==> src/rtl/nios_ram_fill_check_master.sv <==
// ---------------------------------------------------------------------------
// nios_ram_fill_check_master
//
// Avalon-MM master BIST engine for the single-port on-chip RAM slave (s1).
// On a start request it writes a deterministic pattern (seed + i) into a
// window of N words starting at base_addr (address wraps modulo the RAM
// size), then reads the same window back and compares every word against
// the pattern. At the end it reports pass/fail, a saturating mismatch count
// and the address of the first mismatching word.
//
// Ports
//   clk, reset        system clock; asynchronous active-high reset
//   start             one-cycle request, only honoured while idle
//   base_addr         first word address of the test window
//   word_count        number of words to test (values above 2^ADDR_W clamp)
//   seed              pattern seed; word i carries seed + i
//   busy              high from the cycle after start through the done cycle
//   done              one-cycle pulse at the end of a test
//   pass              1 when the last test saw no mismatch; held until start
//   err_count         mismatch count, saturating at 16'hFFFF
//   first_err_addr    address of the first mismatch (meaningful if pass==0)
//   avm_*             Avalon-MM master port towards the RAM slave
//   avm_readdata      slave read data, valid READ_LATENCY cycles after issue
// ---------------------------------------------------------------------------
module nios_ram_fill_check_master #(
  parameter int ADDR_W       = 13,
  parameter int DATA_W       = 32,
  parameter int READ_LATENCY = 1
) (
  input  logic                  clk,
  input  logic                  reset,
  input  logic                  start,
  input  logic [ADDR_W-1:0]     base_addr,
  input  logic [ADDR_W:0]       word_count,
  input  logic [DATA_W-1:0]     seed,
  output logic                  busy,
  output logic                  done,
  output logic                  pass,
  output logic [15:0]           err_count,
  output logic [ADDR_W-1:0]     first_err_addr,
  output logic [ADDR_W-1:0]     avm_address,
  output logic [DATA_W/8-1:0]   avm_byteenable,
  output logic                  avm_chipselect,
  output logic                  avm_write,
  output logic [DATA_W-1:0]     avm_writedata,
  output logic                  avm_clken,
  input  logic [DATA_W-1:0]     avm_readdata
);

  localparam int CNT_W   = ADDR_W + 1;
  localparam int BE_W    = DATA_W / 8;
  localparam int DRAIN_W = (READ_LATENCY > 1) ? $clog2(READ_LATENCY) : 1;

  localparam logic [CNT_W-1:0]   MAX_WORDS = {1'b1, {ADDR_W{1'b0}}};
  localparam logic [CNT_W-1:0]   CNT_ONE   = {{ADDR_W{1'b0}}, 1'b1};
  localparam logic [ADDR_W-1:0]  ADDR_ONE  = {{(ADDR_W-1){1'b0}}, 1'b1};
  localparam logic [DATA_W-1:0]  DATA_ONE  = {{(DATA_W-1){1'b0}}, 1'b1};
  localparam logic [DRAIN_W-1:0] DRAIN_ONE = {{(DRAIN_W-1){1'b0}}, 1'b1};
  localparam logic [DRAIN_W-1:0] DRAIN_INI = DRAIN_W'(READ_LATENCY - 1);

  typedef enum logic [2:0] {
    S_IDLE,
    S_WRITE,
    S_READ,
    S_DRAIN,
    S_DONE
  } state_t;

  // Control state
  state_t               r_state;
  logic [ADDR_W-1:0]    r_base;
  logic [DATA_W-1:0]    r_seed;
  logic [CNT_W-1:0]     r_last;
  logic [CNT_W-1:0]     r_idx;
  logic [DRAIN_W-1:0]   r_drain;
  logic                 r_busy;
  logic                 r_done;
  logic                 r_pass;
  logic [15:0]          r_err;
  logic [ADDR_W-1:0]    r_first;

  // Registered bus outputs
  logic                 r_cs;
  logic                 r_write;
  logic [ADDR_W-1:0]    r_addr;
  logic [DATA_W-1:0]    r_wdata;
  logic                 r_clken;

  // Compare pipeline: expectation of each read travels alongside the slave
  // latency so it meets avm_readdata in the cycle the data is valid.
  logic [READ_LATENCY-1:0] r_pvld;
  logic [DATA_W-1:0]       r_pdata [READ_LATENCY];
  logic [ADDR_W-1:0]       r_paddr [READ_LATENCY];

  logic [CNT_W-1:0]     w_words;
  logic                 w_issue_rd;
  logic                 w_mismatch;
  logic [15:0]          w_err_next;

  // Oversized requests are clamped to the whole RAM.
  always_comb begin
    w_words = word_count;
    if (word_count > MAX_WORDS) begin
      w_words = MAX_WORDS;
    end
  end

  // The registered bus outputs describe the transfer on the bus this cycle,
  // so they are the natural source for the compare pipeline.
  assign w_issue_rd = r_cs & ~r_write;
  assign w_mismatch = r_pvld[READ_LATENCY-1] &&
                      (avm_readdata != r_pdata[READ_LATENCY-1]);
  assign w_err_next = (w_mismatch && (r_err != 16'hFFFF)) ? (r_err + 16'd1) : r_err;

  always_ff @(posedge clk or posedge reset) begin
    if (reset) begin
      r_state <= S_IDLE;
      r_base  <= '0;
      r_seed  <= '0;
      r_last  <= '0;
      r_idx   <= '0;
      r_drain <= '0;
      r_busy  <= 1'b0;
      r_done  <= 1'b0;
      r_pass  <= 1'b0;
      r_err   <= '0;
      r_first <= '0;
      r_cs    <= 1'b0;
      r_write <= 1'b0;
      r_addr  <= '0;
      r_wdata <= '0;
      r_clken <= 1'b0;
      r_pvld  <= '0;
    end else begin
      r_clken <= 1'b1;

      r_pvld[0] <= w_issue_rd;
      for (int k = 1; k < READ_LATENCY; k++) begin
        r_pvld[k] <= r_pvld[k-1];
      end

      // Compare stage; the IDLE start branch below overrides these clears.
      r_err <= w_err_next;
      if (w_mismatch && (r_err == 16'd0)) begin
        r_first <= r_paddr[READ_LATENCY-1];
      end

      case (r_state)
        S_IDLE: begin
          r_cs   <= 1'b0;
          r_done <= 1'b0;
          if (start) begin
            r_base  <= base_addr;
            r_seed  <= seed;
            r_last  <= w_words - CNT_ONE;
            r_idx   <= '0;
            r_err   <= '0;
            r_pass  <= 1'b0;
            r_first <= '0;
            r_busy  <= 1'b1;
            if (w_words == '0) begin
              // Empty window: report an immediate clean result.
              r_state <= S_DONE;
              r_done  <= 1'b1;
              r_pass  <= 1'b1;
            end else begin
              r_state <= S_WRITE;
              r_cs    <= 1'b1;
              r_write <= 1'b1;
              r_addr  <= base_addr;
              r_wdata <= seed;
            end
          end
        end

        S_WRITE: begin
          if (r_idx == r_last) begin
            // Rewind to the window start for the read-back pass.
            r_state <= S_READ;
            r_idx   <= '0;
            r_write <= 1'b0;
            r_addr  <= r_base;
            r_wdata <= r_seed;
          end else begin
            r_idx   <= r_idx + CNT_ONE;
            r_addr  <= r_addr + ADDR_ONE;
            r_wdata <= r_wdata + DATA_ONE;
          end
        end

        S_READ: begin
          if (r_idx == r_last) begin
            r_state <= S_DRAIN;
            r_cs    <= 1'b0;
            r_drain <= DRAIN_INI;
          end else begin
            r_idx   <= r_idx + CNT_ONE;
            r_addr  <= r_addr + ADDR_ONE;
            r_wdata <= r_wdata + DATA_ONE;
          end
        end

        S_DRAIN: begin
          if (r_drain == '0) begin
            // The last compare lands on this same edge, so judge pass on
            // the updated count rather than the registered one.
            r_state <= S_DONE;
            r_done  <= 1'b1;
            r_pass  <= (w_err_next == 16'd0);
          end else begin
            r_drain <= r_drain - DRAIN_ONE;
          end
        end

        S_DONE: begin
          r_done  <= 1'b0;
          r_busy  <= 1'b0;
          r_state <= S_IDLE;
        end

        default: begin
          r_state <= S_IDLE;
          r_cs    <= 1'b0;
          r_busy  <= 1'b0;
          r_done  <= 1'b0;
        end
      endcase
    end
  end

  // Expected data/address ride the pipe without reset; only the valid bits
  // qualify them.
  always_ff @(posedge clk) begin
    r_pdata[0] <= r_wdata;
    r_paddr[0] <= r_addr;
    for (int k = 1; k < READ_LATENCY; k++) begin
      r_pdata[k] <= r_pdata[k-1];
      r_paddr[k] <= r_paddr[k-1];
    end
  end

  assign busy           = r_busy;
  assign done           = r_done;
  assign pass           = r_pass;
  assign err_count      = r_err;
  assign first_err_addr = r_first;
  assign avm_address    = r_addr;
  assign avm_byteenable = {BE_W{r_cs}};
  assign avm_chipselect = r_cs;
  assign avm_write      = r_write;
  assign avm_writedata  = r_wdata;
  assign avm_clken      = r_clken;

endmodule

==> config.mk <==
export PLATFORM = sky130hd
export DESIGN_NAME = nios_ram_fill_check_master
export DESIGN_NICKNAME = d
export VERILOG_FILES = /design/src/rtl/nios_ram_fill_check_master.sv
export SDC_FILE = /design/constraint.sdc
export NUM_CORES = 1
export LEC_CHECK = 0
export ABC_CLOCK_PERIOD_IN_PS = 6400
export CAP_MARGIN = 25
export CORE_UTILIZATION = 48
export DETAILED_ROUTE_END_ITERATION = 10
export GPL_ROUTABILITY_DRIVEN = 0
export PLACE_DENSITY = 0.79
export SYNTH_ARGS = -nofsm -noshare
export SYNTH_HDL_FRONTEND = slang
export SYNTH_SLANG_ARGS = --single-unit
==> constraint.sdc <==
create_clock -name clk -period 6.4 [get_ports clk]
set_input_delay 1.92 -clock clk [delete_from_list [all_inputs] [get_ports clk]]
set_output_delay 1.92 -clock clk [all_outputs]
set_load 0.02 [all_outputs]
==> reports/metrics.csv <==
metric;value;unit
synth_seq_cells;202;
hold_viol;0;
cts_num_sinks;202;
cts-root-buf;clkbuf_16;
cellPowerDensity;361;nW/µm²
drt-met1-wl;11.3;mm
hold_buffers;0;
cts_made_buffers;22;
cp_max_fo;90;
fin_crit;4.60;ns
start_util;0.493;
highest_layer;met4;
grt_antenna_before_repair;0;
ys_async_sr_fraction;0.777;
finalCritPeriodShare;0.719;
cts.path.max_buffers;3;
postCtsSetupBuffers;0;
diodes;0;
critPathArrivalTime;5.01;ns
finalSetupViolCount;0;
post_cts_resized;0;
syn_to_final_growth;27.4;%
worstHoldStart;avm_writedata[31]$_DFFE_PP0P_;
rows;51;
die_w;144;µm
first_iter_violations;751;
yosysSeqAreaShare;0.502;
p_sw_frac;0.326;
hold_path_class;register to register;
synthTopCellsByArea;dfrtp_1 (41%), dfxtp_1 (9.4%), nand2_1 (6.9%);
routed-wl-met2;12.3;mm
fmax;0.217;GHz
clk_latency;0.50;ns
crit_path_end_kind;register;
combPwrFrac;0.261;
synth_top_area_frac;0.408;
final_max_slew_viol_count;0;
post-place-ws;1.32;ns
fin_ws;1.80;ns
yosysTopAreaCell;dfrtp_1;
wl_per_cell;17.5;µm
wl_met3;1.74;mm
vdd.ir_drop.worst;0.195;mV
drive_gt1_frac;0.0455;
worst-r2r-setup-slack;2.87;ns
p_int;2980;µW
required;6.81;ns
cts_max_level;1;
worstSetupPathType;input pin to register;
avgViaCountPerCell;5.65;
synthFlopType;dfrtp_1;
grt_usage;0.253;
power.share.clock;0.291;
pwr-share-seq;0.448;
antenna_left;0;
p_sw;1440;µW
syn_area;9620;µm²
grt-ovfl-total;0;
die_y;144;µm
crit_start;word_count[2];
layout.nets;1293;
synth_nets;1145;
syn_inst;1044;
ys_warn_count;0;
place.detailed.hpwl;17.3;mm
max-slew-margin-rel;0.344;
cp-endpoint;avm_writedata[11]$_DFFE_PP0P_;
die-area;20600;µm²
port_buffers;177;
num_vias;8327;
synthDistinctLibCells;59;
cts_tree;done;
grt_pass1_vias;7944;
reg2reg_depth;8;
synth_edf_count;0;
status;finished clean;
fin_tns_setup;0;ns
r2r_start;r_idx[2]$_DFFE_PP0P_;
drc;0;
cts.clk_slew.worst_paths;0.06;ns
grt_pass1_wl;41.1;mm
maxCapViolCount;0;
tightest_slew;0.984;ns
core_area;19500;µm²
rsz0062_at_grt;false;
design.portCount;178;
cellLeakagePower;0.00533;µW
syn_area_per_cell;9.22;µm²
skew;0.0157;ns
grt_max_degree;96;
reg2reg_to;avm_writedata[11]$_DFFE_PP0P_;
cp-start-kind;input pin;
first_pass_iters;5;
totalWireLength;25.8;mm
stage by stage:
step | total power, µW | hold WS, ns | cell area (µm²) | cells | utilization
global route | 4650 | 0.464 | 12300 | 1473 | 0.628
floorplan | 2540 | 0.446 | 9620 | 1044 | -
detailed placement | 3150 | 0.427 | 11500 | 1433 | 0.590
CTS | 4450 | 0.439 | 12300 | 1473 | 0.628
global placement | 3100 | 0.415 | 11500 | 1433 | 0.590
finish | 4430 | 0.437 | 12300 | 1473 | 0.628
sequential cells by signal, indices dropped and copies added, names as in the netlist, 3 cells and up:
register,cells
r_idx,14
err_count,16
avm_writedata,32
r_seed,32
r_pdata,32
r_last,14
r_paddr,13
r_base,13
first_err_addr,13
avm_address,13
r_state,3
cell usage after synthesis (4+ instances only):
cell,number
a21oi_1,29
a221oi_1,11
a222oi_1,19
a22o_1,5
a22oi_1,11
a31oi_1,15
and2_1,17
and3_1,23
and4_1,7
buf_1,7
buf_2,8
buf_4,9
clkbuf_1,33
clkbuf_2,4
dfrtp_1,157
dfxtp_1,45
ha_1,7
inv_1,22
mux2i_1,14
nand2_1,177
nand3_1,28
nand4_1,26
nor2_1,102
nor2b_1,9
nor3_1,13
nor4_1,11
o21a_1,4
o21ai_0,85
o22ai_1,9
o31a_1,10
or3_1,5
xnor2_1,45
xor2_1,38
power groups by stage:
stage | clock network [µW] | registers [µW] | logic (µW)
final | 1290 | 1980 | 1160
after global routing | 1360 | 2030 | 1260
after CTS | 1310 | 1980 | 1160
after detailed placement | 0 | 2000 | 1150
after global placement | 0 | 1980 | 1120
after floorplan | 0 | 2060 | 483
final cells by class:
cell class | count | area [µm²]
Clock buffer | 36 | 664
Clock inverter | 4 | 70.1
Fill cell | 1673 | 7270
Inverter | 22 | 87.6
Multi-Input combinational cell | 757 | 4420
Sequential cell | 202 | 4830
Tap cell | 265 | 332
Timing Repair Buffer | 187 | 1850
layer usage:
| layer | GRT usage | up-vias |
|---|---|---|
| met5 | 0 | - |
| met4 | 0.0661 | 0 |
| met3 | 0.0393 | 28 |
| met2 | 0.421 | 342 |
| met1 | 0.343 | 4004 |
| li1 | - | 3953 |
critical path: stages:
cell and delay, ns:
clkdlybuf4s50_1 0.47, or4_4 0.59, nor4_4 0.29, and4b_1 0.34, nand2b_1 0.15, a21oi_1 0.10
o21bai_4 0.12, buf_4 0.62, o21ai_0 0.26, o21ai_0 0.13
logic make-up (layout without fill, tap and decap cells):
group | after synthesis | in the layout | share of synthesized area
flops | 202 | 202 | 0.502
xor+xnor | 83 | 83 | 0.0756
buf+inv | 85 | 249 | 0.0398
other cells | 1 | 1 | 0.000390
mux | 15 | 15 | 0.0157
compound gates | 216 | 216 | 0.146
simple gates | 435 | 435 | 0.212
fa+ha+maj | 7 | 7 | 0.00910
placed cells by master, fill, tap and decap left out, types with 11 or more instances in the layout:
cell             count
nand2_1            177
clkdlybuf4s50_1    177
dfrtp_1            157
nor2_1             101
o21ai_0             85
xnor2_1             45
dfxtp_1             45
xor2_1              38
a21oi_1             29
nand3_1             28
nand4_1             26
and3_1              23
clkbuf_16           23
inv_1               21
a222oi_1            19
and2_1              17
a31oi_1             15
mux2i_1             14
nor3_1              12
nor4_1              11
a221oi_1            11
a22oi_1             11
worst min-delay path by stage:
stage	to	slack, ns	depth (start not counted)
floorplan	first_err_addr[0]$_DFF_PP0_	0.45	2
global route	r_pdata[0][31]$_DFF_P_	0.46	0
finish	r_pdata[0][31]$_DFF_P_	0.44	0
CTS	r_pdata[0][31]$_DFF_P_	0.44	0
detailed placement	r_pdata[0][31]$_DFF_P_	0.43	0
global placement	r_pdata[0][31]$_DFF_P_	0.42	0
Power figures use the tool's default switching activity.
